==> src/rtl/coeff_wr_fsm.sv <==
// Write-side controller for the four FIR coefficient SP-SRAM banks.
// Streams P_TOTAL coefficients over valid/ready into bank 1..4, addr 0..P_TAPS-1.
module coeff_wr_fsm #(
  parameter int P_DW    = 16,
  parameter int P_TAPS  = 10,
  parameter int P_TOTAL = 40
) (
  input  logic            iClk_12M,
  input  logic            iRsn,
  input  logic            iUpdateFlag,
  input  logic            iCoeffValid,
  input  logic [P_DW-1:0] iCoeff,
  output logic            oCoeffReady,
  output logic            oCsn_Wr_1,
  output logic            oCsn_Wr_2,
  output logic            oCsn_Wr_3,
  output logic            oCsn_Wr_4,
  output logic            oWrn_Wr_1,
  output logic            oWrn_Wr_2,
  output logic            oWrn_Wr_3,
  output logic            oWrn_Wr_4,
  output logic [3:0]      oAddr_Wr,
  output logic [P_DW-1:0] oWrDt,
  output logic [5:0]      oWrCnt,
  output logic            oUpdateDone,
  output logic            oUpdateErr,
  output logic [1:0]      oCurState
);

  typedef enum logic [1:0] {
    S_IDLE  = 2'b00,
    S_WRITE = 2'b01,
    S_DONE  = 2'b10
  } state_t;

  state_t          state_q, state_d;
  logic [3:0]      addr_q, addr_d;
  logic [1:0]      bank_q, bank_d;
  logic [5:0]      wrcnt_q, wrcnt_d;
  logic [3:0]      csn_q, csn_d;
  logic [3:0]      wrn_q, wrn_d;
  logic [3:0]      addr_wr_q, addr_wr_d;
  logic [P_DW-1:0] wrdt_q, wrdt_d;
  logic            done_q, done_d;
  logic            err_q, err_d;

  logic ready;
  logic accept;
  logic last_beat;

  assign ready     = (state_q == S_WRITE) && iUpdateFlag;
  assign accept    = ready && iCoeffValid;
  assign last_beat = (wrcnt_q == 6'(P_TOTAL - 1));

  always_ff @(posedge iClk_12M or negedge iRsn) begin
    if (!iRsn) begin
      state_q   <= S_IDLE;
      addr_q    <= '0;
      bank_q    <= '0;
      wrcnt_q   <= '0;
      csn_q     <= '1;
      wrn_q     <= '1;
      addr_wr_q <= '0;
      wrdt_q    <= '0;
      done_q    <= 1'b0;
      err_q     <= 1'b0;
    end else begin
      state_q   <= state_d;
      addr_q    <= addr_d;
      bank_q    <= bank_d;
      wrcnt_q   <= wrcnt_d;
      csn_q     <= csn_d;
      wrn_q     <= wrn_d;
      addr_wr_q <= addr_wr_d;
      wrdt_q    <= wrdt_d;
      done_q    <= done_d;
      err_q     <= err_d;
    end
  end

  always_comb begin
    state_d = S_IDLE;
    case (state_q)
      S_IDLE:  state_d = iUpdateFlag ? S_WRITE : S_IDLE;
      S_WRITE: begin
        if (!iUpdateFlag)             state_d = S_IDLE;
        else if (accept && last_beat) state_d = S_DONE;
        else                          state_d = S_WRITE;
      end
      S_DONE:  state_d = iUpdateFlag ? S_DONE : S_IDLE;
      default: state_d = S_IDLE;
    endcase
  end

  always_comb begin
    addr_d    = addr_q;
    bank_d    = bank_q;
    wrcnt_d   = wrcnt_q;
    csn_d     = '1;
    wrn_d     = '1;
    addr_wr_d = addr_wr_q;
    wrdt_d    = wrdt_q;
    done_d    = 1'b0;
    err_d     = (state_q == S_WRITE) && !iUpdateFlag && (wrcnt_q < 6'(P_TOTAL));
    if ((state_q == S_IDLE) && iUpdateFlag) begin
      addr_d  = '0;
      bank_d  = '0;
      wrcnt_d = '0;
    end
    // Strobe is registered: the accepted beat appears on the bank pins next cycle.
    if (accept) begin
      csn_d[bank_q] = 1'b0;
      wrn_d[bank_q] = 1'b0;
      addr_wr_d     = addr_q;
      wrdt_d        = iCoeff;
      done_d        = last_beat;
      if (addr_q == 4'(P_TAPS - 1)) begin
        addr_d = '0;
        bank_d = bank_q + 2'd1;
      end else begin
        addr_d = addr_q + 4'd1;
      end
      if (wrcnt_q != 6'(P_TOTAL)) wrcnt_d = wrcnt_q + 6'd1;
    end
  end

  assign oCoeffReady = ready;
  assign oCsn_Wr_1   = csn_q[0];
  assign oCsn_Wr_2   = csn_q[1];
  assign oCsn_Wr_3   = csn_q[2];
  assign oCsn_Wr_4   = csn_q[3];
  assign oWrn_Wr_1   = wrn_q[0];
  assign oWrn_Wr_2   = wrn_q[1];
  assign oWrn_Wr_3   = wrn_q[2];
  assign oWrn_Wr_4   = wrn_q[3];
  assign oAddr_Wr    = addr_wr_q;
  assign oWrDt       = wrdt_q;
  assign oWrCnt      = wrcnt_q;
  assign oUpdateDone = done_q;
  assign oUpdateErr  = err_q;
  assign oCurState   = state_q;

endmodule

==> config.mk <==
export PLATFORM = sky130hd
export DESIGN_NAME = coeff_wr_fsm
export DESIGN_NICKNAME = d
export VERILOG_FILES = /design/src/rtl/coeff_wr_fsm.sv
export SDC_FILE = /design/constraint.sdc
export NUM_CORES = 1
export LEC_CHECK = 0
export BUFFER_PORTS_ARGS = -buffer_cell sky130_fd_sc_hd__buf_2
export CAP_MARGIN = 20
export CORE_MARGIN = 3
export CORE_UTILIZATION = 50
export DETAILED_ROUTE_END_ITERATION = 8
export PLACE_DENSITY = 0.79
export SYNTH_ARGS = -nofsm -noshare
export SYNTH_HDL_FRONTEND = slang
export SYNTH_SLANG_ARGS = --single-unit
==> constraint.sdc <==
create_clock -name iClk_12M -period 1.6 [get_ports iClk_12M]
set_input_delay 0.16 -clock iClk_12M [delete_from_list [all_inputs] [get_ports iClk_12M]]
set_output_delay 0.16 -clock iClk_12M [all_outputs]
set_load 0.02 [all_outputs]
==> key figures <==
Setup path
  • CP max FO: 10
  • Worst reg2reg path startpoint: oCurState[1]
  • Setup CP Type: flop to flop
  • Crit end category: flop
  • Reg2Reg Setup Slack: 0.11 ns
  • Worst Path Arrival: around 1.7 ns
  • Reg2reg end: oWrCnt[5]
  • Crit path launch type: flop
  • R2r worst-path depth: 4
  • Crit path required time: about 1.8 ns

Place
  • Placement Cell Area: approximately 2200 µm²
  • Gpl congestion: between 0.8 and 0.9
  • Post-DP HPWL: around 2600 µm
  • Buffers on Ports: 58

Layout
  • Fillers: 270
  • Layout cells sized above 1: 0.3205
  • Reg area: 1006 µm²
  • Nets: about 290
  • Design area: 2382 µm²
  • N_diodes: 0
  • Syn-to-layout area delta: 31.40%
  • Final core utilization: 0.6974
  • Area of the multi-input gates: between 700 and 800 µm²

Synthesis
  • Post-Synth Simple-Gate Area: 0.2340
  • Syn nets: 209
  • Post-Synth XOR/XNOR Area: 0.009662
  • #FFs+latches synth: 40
  • Syn avg cell area: 10.02 µm²
  • Complex-gate fraction of the synthesized area: 0.05728
  • Netlist cell types: 38
  • Adder-cell area share of the yosys netlist: 0.05521
  • Yosys warnings: 0
  • Mux cell area share after synthesis: 0.03934
  • Mapped cell area: 1813 µm²
  • Largest family of logic cells by synthesized area: simple AND/OR/NAND/NOR gates
  • Register area share after synthesis: 0.5549
  • Synth Instances: 181

Timing
  • Hold_ws: 0.01057 ns
  • Crit share post-route: 0.9319
  • Final Max Slew Viols: 0
  • Fmax: approximately 0.67 GHz
  • Setup TNS: 0 ns
  • RSZ-0062 raised after global routing: no
  • Final setup fails: 0
  • Max-slew headroom: 0.7056
  • Count of final hold-check violations: 0
  • Final Critical Period: between 1 and 1.5 ns
  • Worst-margin pin slew: 0.4416 ns
  • Clk_skew: 0.007326 ns

Hold path
  • Worst Hold End: oWrDt[11]
  • Hold Path Depth: 3
  • Worst Hold Class: input pin to flop
  • Hold_sp: iCoeff[11]

Detailed routing
  • Vias: 1477
  • Initial DRC Count: 66
  • Total wire length: about 3700 µm
  • Final ANT Viol Nets: 0
  • Pre-antenna DRT Iters: 4
  • DRC Markers: 0
  • Routed len/inst: roughly 12 µm
  • Vias/cell: between 4 and 5

GRT
  • GRT Total Usage: 0.1869
  • Congestion Overflow GR: 0
  • Antenna violations before repair: 0
  • Vias in the first global route: 1368
  • Global-route wire length before repair: 6161 µm
  • Largest net degree at the start of global routing: 22

Power and ir drop
  • Clock Power Share: 0.225
  • Pleak: roughly 1.3 nW
  • Peak supply drop: 0.0006257 V
  • Pint: 0.001445 W
  • Combinational Power Share: 0.218
  • Switching Fraction: 0.3068
  • PD cells: roughly 870 nW/µm²
  • Reg power frac: 0.557
  • Total Power: ~0.0021 W
  • Switch Pwr: around 0.00064 W

CTS
  • Clock Sinks: 40
  • H-Tree Depth: 2
  • TritonCTS clock tree: built
  • Clock-pin slew on the worst setup and hold paths: about 0.11 ns
  • Worst-Skew Late Latency: about 0.34 ns
  • Num CTS Buffers: 5
  • Max Root-Sink Buffers: 2
  • Root Driver: clkbuf_4

Floorplanning
  • Die ar.: ~4400 µm²
  • Initial core utilization: 0.5308
  • Top-level I/O count: approximately 60
  • # rows: 21
  • Die width: around 66 µm
  • Die height: between 60 and 70 µm
  • Core area: roughly 3400 µm²

Flow run
  • Max-Cap Viols: 0

Outcome
  • Outcome: complete, no violations
## worst max path at each step
stage / cells past startpoint / end / from
6_report: 4 / oWrCnt[5] / oCurState[1]
5_1_grt: 4 / oWrCnt[5] / oCurState[1]
4_1_cts: 5 / oWrCnt[4] / oWrCnt[1]
3_5_place_dp: 4 / oWrCnt[5] / oCurState[1]
3_3_place_gp: 4 / oWrCnt[5] / oCurState[1]
2_1_floorplan: 5 / oWrCnt[5] / oWrCnt[0]
## registers in the layout (all words and copies together), names as in the netlist
signal       flops
oCurState        2
bank_q           2
oWrCnt           6
oWrDt           16
wrn_q            4
addr_q           4
oAddr_Wr         4
oUpdateDone      1
oUpdateErr       1
## kinds of logic (layout without fill, tap and decap cells)
| group | Yosys count | count (layout) |
|---|---|---|
| AO/OA/AOI/OAI | 14 | 14 |
| XOR/XNOR | 2 | 2 |
| adder cells (fa/ha/maj) | 8 | 8 |
| buffers and inverters | 17 | 95 |
| flip-flops | 40 | 40 |
| multiplexers | 7 | 7 |
| AND/OR/NAND/NOR | 93 | 93 |
## power by group through the flow
stage               registers, W  clock network [W]  logic [W]
floorplan                0.00129                  0   0.000126
global placement         0.00118                  0   0.000423
detailed placement       0.00118                  0   0.000430
CTS                      0.00116           0.000483   0.000454
global route             0.00117           0.000540   0.000504
finish                   0.00116           0.000470   0.000454
## stage by stage
stage	std cells	worst slack, ns
finish	305	0.1090
global route	305	0.02053
CTS	303	0.09882
floorplan	181	0.07950
detailed placement	284	0.1359
global placement	284	0.1749
## layer usage
layer | vias up | track usage | share of wire
li1 | 744 | - | -
met5 | - | 0 | 0
met2 | 44 | 0.3110 | 0.49
met3 | 2 | 0.06633 | 0.057
met4 | 0 | 0.05330 | 0.0051
met1 | 687 | 0.2275 | 0.44
## cell usage after synthesis (all sizes together)
library cell | n | area share
nor4bb | 2 | 0.011
a22o | 1 | 0.0048
clkbuf | 1 | 0.0021
o21ai | 4 | 0.011
a2bb2oi | 1 | 0.0048
a21oi | 1 | 0.0048
nand3b | 1 | 0.0041
or3b | 1 | 0.0048
a311oi | 1 | 0.0048
nand2 | 70 | 0.14
a31oi | 1 | 0.0035
nor4 | 1 | 0.0035
a41oi | 1 | 0.0048
xnor2 | 1 | 0.0048
dfstp | 4 | 0.058
and3b | 1 | 0.0048
nand4b | 1 | 0.0048
inv | 5 | 0.010
buf | 11 | 0.037
and4bb | 1 | 0.0069
o2bb2ai | 1 | 0.0048
ha | 8 | 0.055
nor2b | 1 | 0.0035
o22ai | 1 | 0.0035
mux2i | 6 | 0.033
and3 | 2 | 0.0069
nand2b | 1 | 0.0035
xor2 | 1 | 0.0048
nand3 | 5 | 0.014
a211o | 1 | 0.0048
mux2 | 1 | 0.0062
o211a | 1 | 0.0055
and4b | 1 | 0.0055
and2 | 1 | 0.0035
nor3b | 2 | 0.0083
dfrtp | 36 | 0.50
nor2 | 2 | 0.0041
## critical path: stages, from the launching register on
cell and delay [ns]:
dfrtp_1 0.47, nand4b_1 0.26, buf_4 0.22, o211a_1 0.22, a211o_1 0.22
## placed cells by master, fill, tap and decap left out, drive strengths merged, types with 2 or more instances in the layout
master	n
nor2	2
nand2	70
buf	69
nand3	5
dlygate4sd3	14
ha	8
o21ai	4
mux2i	6
and3	2
nor3b	2
dfrtp	36
inv	5
nor4bb	2
dfstp	4
clkbuf	5
## cell type report
class                   count  share of cell area
clock inverters             2            0.005252
well taps                  46             0.02416
repair buffers             83              0.2206
multi-input cells         124              0.3041
flip-flops and latches     40              0.4223
clock buffers               5             0.01576
inverters                   5            0.007878
## repair_timing
action	CTS	global route
endpoints found under the setup margin	0	1
hold endpoints to repair	26	2
hold buffers	12	2
resized for setup	0	1
buffers inserted	0	0
(Power assumes the default switching activity.)
